$ cat src/rtl/dcache_axi_bridge.sv
// Data-cache bridge: turns single-beat writes and line-fill reads into AXI4 transactions.
// One request in flight at a time; responses stream back without backpressure.
module dcache_axi_bridge #(
    parameter int DATA_W    = 32,
    parameter int ADDR_W    = 32,
    parameter int BURST_LEN = 4
) (
    input  logic                clk,
    input  logic                rst_n,

    input  logic                req_valid,
    output logic                req_ready,
    input  logic                req_we,
    input  logic [ADDR_W-1:0]   req_addr,
    input  logic [DATA_W-1:0]   req_wdata,
    input  logic [DATA_W/8-1:0] req_wstrb,

    output logic                rsp_valid,
    output logic                rsp_last,
    output logic                rsp_err,
    output logic [DATA_W-1:0]   rsp_rdata,

    output logic [ADDR_W-1:0]   awaddr,
    output logic [7:0]          awlen,
    output logic [2:0]          awsize,
    output logic [1:0]          awburst,
    output logic [3:0]          awcache,
    output logic                awvalid,
    input  logic                awready,

    output logic [DATA_W-1:0]   wdata,
    output logic [DATA_W/8-1:0] wstrb,
    output logic                wlast,
    output logic                wvalid,
    input  logic                wready,

    input  logic [1:0]          bresp,
    input  logic                bvalid,
    output logic                bready,

    output logic [ADDR_W-1:0]   araddr,
    output logic [7:0]          arlen,
    output logic [2:0]          arsize,
    output logic [1:0]          arburst,
    output logic [3:0]          arcache,
    output logic                arvalid,
    input  logic                arready,

    input  logic [DATA_W-1:0]   rdata,
    input  logic [1:0]          rresp,
    input  logic                rlast,
    input  logic                rvalid,
    output logic                rready
);

    localparam int BYTES = DATA_W / 8;
    localparam int SIZE  = $clog2(BYTES);
    localparam logic [ADDR_W-1:0] LINE_MASK = ADDR_W'(BURST_LEN * BYTES - 1);
    localparam logic [7:0] LAST_IDX = 8'(BURST_LEN - 1);

    typedef enum logic [2:0] {IDLE, AR, RD, AW_W, BR} state_t;

    state_t              state;
    state_t              state_nxt;
    logic [ADDR_W-1:0]   cap_addr;
    logic [DATA_W-1:0]   cap_wdata;
    logic [BYTES-1:0]    cap_wstrb;
    logic                aw_done;
    logic                w_done;
    logic [7:0]          beat_cnt;
    logic                err_acc;

    // Only the SLVERR/DECERR bit of a response matters; EXOKAY vs OKAY is irrelevant here.
    logic                unused_resp;
    assign unused_resp = ^{bresp[0], rresp[0]};

    // NOTE: combinational process uses blocking '=' and assigns every output a default
    // first, so no path through the case leaves a signal unassigned (which would infer a latch).
    always_comb begin
        state_nxt = state;
        req_ready = 1'b0;
        arvalid   = 1'b0;
        rready    = 1'b0;
        awvalid   = 1'b0;
        wvalid    = 1'b0;
        bready    = 1'b0;
        case (state)
            IDLE: begin
                req_ready = 1'b1;
                if (req_valid) state_nxt = req_we ? AW_W : AR;
            end
            AR: begin
                arvalid = 1'b1;
                if (arready) state_nxt = RD;
            end
            RD: begin
                rready = 1'b1;
                if (rvalid && rlast) state_nxt = IDLE;
            end
            AW_W: begin
                awvalid = !aw_done;
                wvalid  = !w_done;
                if ((aw_done || awready) && (w_done || wready)) state_nxt = BR;
            end
            BR: begin
                bready = 1'b1;
                if (bvalid) state_nxt = IDLE;
            end
            default: state_nxt = IDLE;
        endcase
    end

    // NOTE: sequential processes use non-blocking '<=' so every register samples pre-edge values.
    always_ff @(posedge clk) begin
        if (!rst_n) state <= IDLE;
        else        state <= state_nxt;
    end

    // NOTE: the captured payload is left out of reset; it is always loaded before it is driven out.
    always_ff @(posedge clk) begin
        if (req_valid && req_ready) begin
            cap_addr  <= req_addr;
            cap_wdata <= req_wdata;
            cap_wstrb <= req_wstrb;
        end
    end

    always_ff @(posedge clk) begin
        if (!rst_n) begin
            aw_done   <= 1'b0;
            w_done    <= 1'b0;
            beat_cnt  <= '0;
            err_acc   <= 1'b0;
            rsp_valid <= 1'b0;
            rsp_last  <= 1'b0;
            rsp_err   <= 1'b0;
            rsp_rdata <= '0;
        end else begin
            rsp_valid <= 1'b0;
            rsp_last  <= 1'b0;
            rsp_err   <= 1'b0;
            if (req_valid && req_ready) begin
                aw_done <= 1'b0;
                w_done  <= 1'b0;
            end
            if (awvalid && awready) aw_done <= 1'b1;
            if (wvalid && wready)   w_done  <= 1'b1;
            if (rvalid && rready) begin
                rsp_valid <= 1'b1;
                rsp_rdata <= rdata;
                if (rlast) begin
                    rsp_last <= 1'b1;
                    rsp_err  <= err_acc | rresp[1] | (beat_cnt != LAST_IDX);
                    beat_cnt <= '0;
                    err_acc  <= 1'b0;
                end else begin
                    // A non-last beat at or past the line end means the burst overran.
                    beat_cnt <= beat_cnt + 8'd1;
                    err_acc  <= err_acc | rresp[1] | (beat_cnt >= LAST_IDX);
                end
            end
            if (bvalid && bready) begin
                rsp_valid <= 1'b1;
                rsp_last  <= 1'b1;
                rsp_err   <= bresp[1];
                rsp_rdata <= '0;
            end
        end
    end

    assign araddr  = cap_addr & ~LINE_MASK;
    assign arlen   = LAST_IDX;
    assign arsize  = 3'(SIZE);
    assign arburst = 2'b01;
    assign arcache = 4'b0011;

    assign awaddr  = cap_addr;
    assign awlen   = 8'd0;
    assign awsize  = 3'(SIZE);
    assign awburst = 2'b01;
    assign awcache = 4'b0011;

    assign wdata   = cap_wdata;
    assign wstrb   = wvalid ? cap_wstrb : '0;
    assign wlast   = wvalid;

endmodule

$ cat config.mk
export PLATFORM = sky130hd
export DESIGN_NAME = dcache_axi_bridge
export DESIGN_NICKNAME = d
export VERILOG_FILES = /design/src/rtl/dcache_axi_bridge.sv
export SDC_FILE = /design/constraint.sdc
export NUM_CORES = 1
export LEC_CHECK = 0
export CAP_MARGIN = 5
export CORE_ASPECT_RATIO = 2
export CORE_UTILIZATION = 37
export DETAILED_ROUTE_END_ITERATION = 10
export GPL_TIMING_DRIVEN = 0
export PLACE_DENSITY = 0.83
export SLEW_MARGIN = 20
export SYNTH_ARGS = -nofsm -noshare
export SYNTH_HDL_FRONTEND = slang
export SYNTH_SLANG_ARGS = --single-unit
$ cat constraint.sdc
create_clock -name clk -period 3.6 [get_ports clk]
set_input_delay 0.72 -clock clk [delete_from_list [all_inputs] [get_ports clk]]
set_output_delay 0.72 -clock clk [all_outputs]
set_load 0.01 [all_outputs]
Yosys cells after proc, flatten, opt, wreduce, memory -nomap -nowiden

Cells that the tools add are included.
W data, S select, Z words.

Add/sub/neg operators: 1
Magnitude comparators: 1
Equality and inequality tests: 10
Muxes and demuxes: 27
Bitwise logic cells: 4
Reduce and logical (&&, ||, !) cells: 16

Operator list:

| cell                  | count |
|---|---|
| $mux W1               | 18 |
| $mux W3               | 5 |
| $pmux W3 S5           | 1 |
| $ne A2 B2 Y1 const B  | 5 |
| $add A8 B1 Y8 const B | 1 |
| $ge A8 B2 Y1 const B  | 1 |
| $mux W8               | 1 |
| $ne A8 B2 Y1 const B  | 1 |
| $logic_and A1 B1 Y1   | 7 |
| $eq A3 B2 Y1 const B  | 2 |
| $reduce_and A5 Y1     | 1 |
| $mux W4               | 1 |
| $reduce_bool A2 Y1    | 2 |
| $eq A3 B1 Y1 const B  | 1 |
| $eq A3 B3 Y1 const B  | 1 |
| $logic_not A3 Y1      | 1 |
| $or A1 B1 Y1          | 3 |
| $logic_not A1 Y1      | 2 |
| $logic_or A1 B1 Y1    | 2 |
| $mux W2               | 1 |
| $reduce_or A2 Y1      | 1 |
| $not A1 Y1            | 1 |

Flip-flop bits (word level): 117
Input port bits: 114
Output and inout port bits: 176
Word-level logic and storage cells: 71

Logic depth before layout (Yosys ltp)

Depth after elaboration: 5
Depth in mapped cells: 6
Mapped depth without buffers: 5

Least setup slack after synthesis

OpenSTA, ideal clock, no wires.

Kind: reg2reg
From: reg state[2]
To: reg aw_done
Setup time: 118 ps
Arrival time: 2978 ps
Data required time: 3482 ps
Path slack: 504 ps
Stages on the path, launching flop included: 6
Buffers on the path: 1
Clock period less this slack: 3096 ps
Path through: dfxtp_1 > buf_4 > nor3_1 > and2_1 > mux2_2 > nor2_1

Longest elaborated chain between the ends: 4
Elaborated cells on any way between the ends: 8
Classes of those cells: eq/ne: 1; mux: 3; reduce/logical: 4

RTL lines:

| item                                | line | text |
|---|---|---|
| start: declaration                  | 63   | `state_t state;` |
| start signal: assignment            | 116  | `else state <= state_nxt;` |
| $logic_not A3 Y1                    | 87   | `case (state)` |
| $mux W1                             | 87   |  |
| via req_ready                       | 12   | `output logic req_ready,` |
| $logic_and A1 B1 Y1                 | 142  | `if (req_valid && req_ready) begin` |
| $reduce_bool A2 Y1 (no source line) | -    |  |
| end signal: assignment              | 130  | `aw_done <= 1'b0;` |
| end signal: assignment              | 143  | `aw_done <= 1'b0;` |
| end signal: assignment              | 146  | `if (awvalid && awready) aw_done <= 1'b1;` |
| end: declaration                    | 68   | `logic aw_done;` |

The timed path passes the listed nets, and every way through them passes these cells.
A chain may end at the register's enable or synchronous reset.

Worst setup path after layout

From: reg state[0]
To: out wstrb[2]

Longest elaborated chain between the ends: 3

RTL lines:

| item             | line | text |
|---|---|---|
| $eq A3 B2 Y1     | 87   |  |
| $mux W1          | 87   |  |
| $mux W4          | 184  | `assign wstrb = wvalid ? cap_wstrb : '0;` |
| end: declaration | 32   | `output logic [DATA_W/8-1:0] wstrb,` |

No other way between the ends.

==> flow_metrics.py <==
metrics = {
    "yosys": {
        "yosys-top-cells-count": "nand2_1 (75), buf_4 (72), edfxtp_1 (68)",
        "synth_cell_types": 37,
        "synth_top_cell_by_area": "edfxtp_1",
        "synth_area_leaders": "edfxtp_1 (45%), dfxtp_1 (22%), buf_4 (12%), nand2_1 (6.2%), a21oi_1 (3.9%)",
        "synthCells": 380,
        "ys_warn_count": 0,
        "synth_seq_cells": 117,
        "netlist.area_leader.share_pct": 45.0,
        "syn_avg_cell_area_sq_um": 11.9,
        "synth_area_sq_um": 4530,
        "synth_edf_count": 68,
        "async_reset_ff_share_pct": 0,
        "synth_flop_cell": "edfxtp_1",
        "synth_most_common_cell": "nand2_1",
        "ys_seq_area_share_pct": 66.7,
    },
    "run_status": {
        "status": "complete, no violations",
    },
    "sta": {
        "tightest_slew_ns": 0.503,
        "hold_viol": 0,
        "period_minus_slack_ns": 3.03,
        "rsz0062_at_grt": "false",
        "setup_viol": 0,
        "tns_ns": 0,
        "slew_headroom_pct": 66.4,
        "slew_violations": 0,
        "fmax_ghz": 0.330,
        "hold_slack_ns": 0.455,
        "clock_skew_ns": 0.0119,
        "fin_crit_sh_pct": 84.1,
    },
    "critical_path": {
        "cp-start-kind": "flip-flop",
        "rr_worst_depth": 4,
        "setup.worst_path.end_class": "primary output",
        "cp.buffers_inverters": 3,
        "arrival_ns": 2.31,
        "cpPeakStageDelay_ns": 0.57,
        "critPathKind": "reg -> out",
        "crit_chain": "buf_2, inv_1, nor4b_2, and2_1, clkdlybuf4s50_1",
        "path_max_fanout": 10,
        "crit_slowest_cell": "clkdlybuf4s50_1",
        "worstPathRequired_ns": 2.88,
        "path_delay_family": "buffers and inverters",
        "crit_cells": 5,
        "reg2reg_slack_ns": 1.67,
    },
    "pwr": {
        "ir_worst_vdd_mv": 0.384,
        "p_leak_nw": 3.06,
        "pwr_density_cell_nw_per_um2": 543,
    },
    "drt": {
        "routed_wl_microns": 13300,
        "routedWlPerCell_microns": 15.8,
        "first_pass_iters": 4,
        "drc_errors": 0,
        "via_count": 3800,
        "vias_per_cell": 4.51,
        "drt-initial-drc-count": 129,
        "postRouteAntennaNets": 0,
    },
    "clock_tree": {
        "clockBufferDepth": 2,
        "cts_inserted_buffers": 17,
        "cts_resized": 0,
        "cts_root_buffer": "clkbuf_16",
        "insertion_delay_ns": 0.40,
        "tritoncts": "built",
        "postCtsSetupBuffers": 0,
        "cts_sinks": 117,
        "htree_levels": 4,
        "hold_buffers": 0,
        "clkTransAtPathRegs_ns": 0.06,
    },
    "placed_design": {
        "dpl.hpwl_microns": 10800,
        "io_buffers": 248,
        "gp_congestion": 0.863,
    },
    "global_routing": {
        "grt_pass1_wl_microns": 19600,
        "grt_pass1_vias": 3893,
        "grt_max_degree": 39,
        "antenna_found_initial": 0,
        "grt-ovfl-total": 0,
        "grt_use_total_pct": 21.1,
    },
    "die": {
        "rows": 56,
        "die_w_microns": 80.3,
        "die-area_sq_um": 12700,
        "die_h_microns": 159,
        "initial_utilization_pct": 38.3,
        "boundaryPins": 290,
        "core_sq_um": 11800,
    },
    "hold_path": {
        "worstHoldPathType": "reg -> reg",
        "hold_depth": 2,
    },
    "finish": {
        "fin_util_pct": 67.1,
        "drive_gt1_share_pct": 16.6,
        "layout.nets": 799,
        "area_growth_syn_to_layout_pct": 75.2,
        "diodes": 0,
    },
    "run": {
        "cap_violations": 0,
    },
}
## cell type report
type | count | area, sq um
flip-flops and latches | 117 | 3020
clock buffers | 19 | 433
well taps | 145 | 181
multi-input cells | 214 | 1050
plain buffers | 82 | 587
fillers | 862 | 3890
clock inverters | 13 | 158
repair buffers | 249 | 2500
inverters | 3 | 11.3
## report_power, final
group	leakage, nW	internal, mW	switching (mW)
clock	0.281	1.09	0.584
sequential	1.04	1.61	0.0641
combinational	1.74	0.560	0.413
total	3.06	3.25	1.06
## flip-flops by register name, summed over array words and instances, names as in the netlist
| register | cells |
|---|---|
| aw_done | 1 |
| awaddr | 32 |
| beat_cnt | 8 |
| cap_wstrb | 4 |
| err_acc | 1 |
| rsp_err | 1 |
| rsp_last | 1 |
| rsp_rdata | 32 |
| rsp_valid | 1 |
| state | 3 |
| w_done | 1 |
| wdata | 32 |
## routing by layer
metal	share of wire, %	global-route usage (%)	vias to the layer above
met5	0	0	-
met4	3.1	9.78	0
met3	8.3	7.34	27
met2	58	41.8	222
met1	30	17.7	1751
li1	-	-	1800
## cell families after synthesis
group / Yosys count / synth area share, %
xor gates and xnor gates: 7 / 1.35
muxes: 4 / 0.938
AOI/OAI and AO/OA: 45 / 5.41
buffers and inverters: 85 / 13.2
other: 2 / 0.166
adders and majority gates: 1 / 0.276
DFF: 117 / 66.7
and+or+nand+nor: 119 / 12.0
## through the flow
stage	cells	instance area, sq um	setup slack (ns)	power (mW)
2_1_floorplan	416	4670	0.504	2.10
3_3_place_gp	809	7330	-0.409	2.64
3_5_place_dp	810	7360	0.976	2.67
4_1_cts	842	7950	0.535	4.36
5_1_grt	842	7950	0.428	4.49
6_report	842	7950	0.573	4.31
## worst reg2reg max path: stages, from the launching register on
cell     delay (ns)
dfxtp_1        0.33
buf_4          0.18
nor3_1         0.30
and2_4         0.52
buf_12         0.27
## placed cells by master (no fill, tap or decap), types with 2 or more instances in the layout
cell,instances
clkdlybuf4s50_1,248
nand2_1,75
buf_4,72
edfxtp_1,68
dfxtp_1,49
conb_1,38
a21oi_1,35
clkbuf_16,17
nor2_1,14
buf_2,7
and2_1,5
nor3_1,4
nand3_1,4
xnor2_1,4
inv_1,3
clkbuf_1,3
and3_1,3
nand4_1,3
xor2_1,3
clkinv_2,3
bufinv_16,3
clkinvlp_4,3
nand3b_1,2
buf_1,2
a31oi_1,2
mux2i_1,2
o22ai_1,2
nor4_1,2
mux2_2,2
clkinv_4,2
## final timing paths
kind	from	to
worst max register to register	state[2]	wdata[12]
worst min-delay path	rsp_rdata[5]	rsp_rdata[5]
worst min register to register	rsp_rdata[5]	rsp_rdata[5]
worst max-delay path	state[0]	wstrb[2]
(Power assumes the default switching activity.)
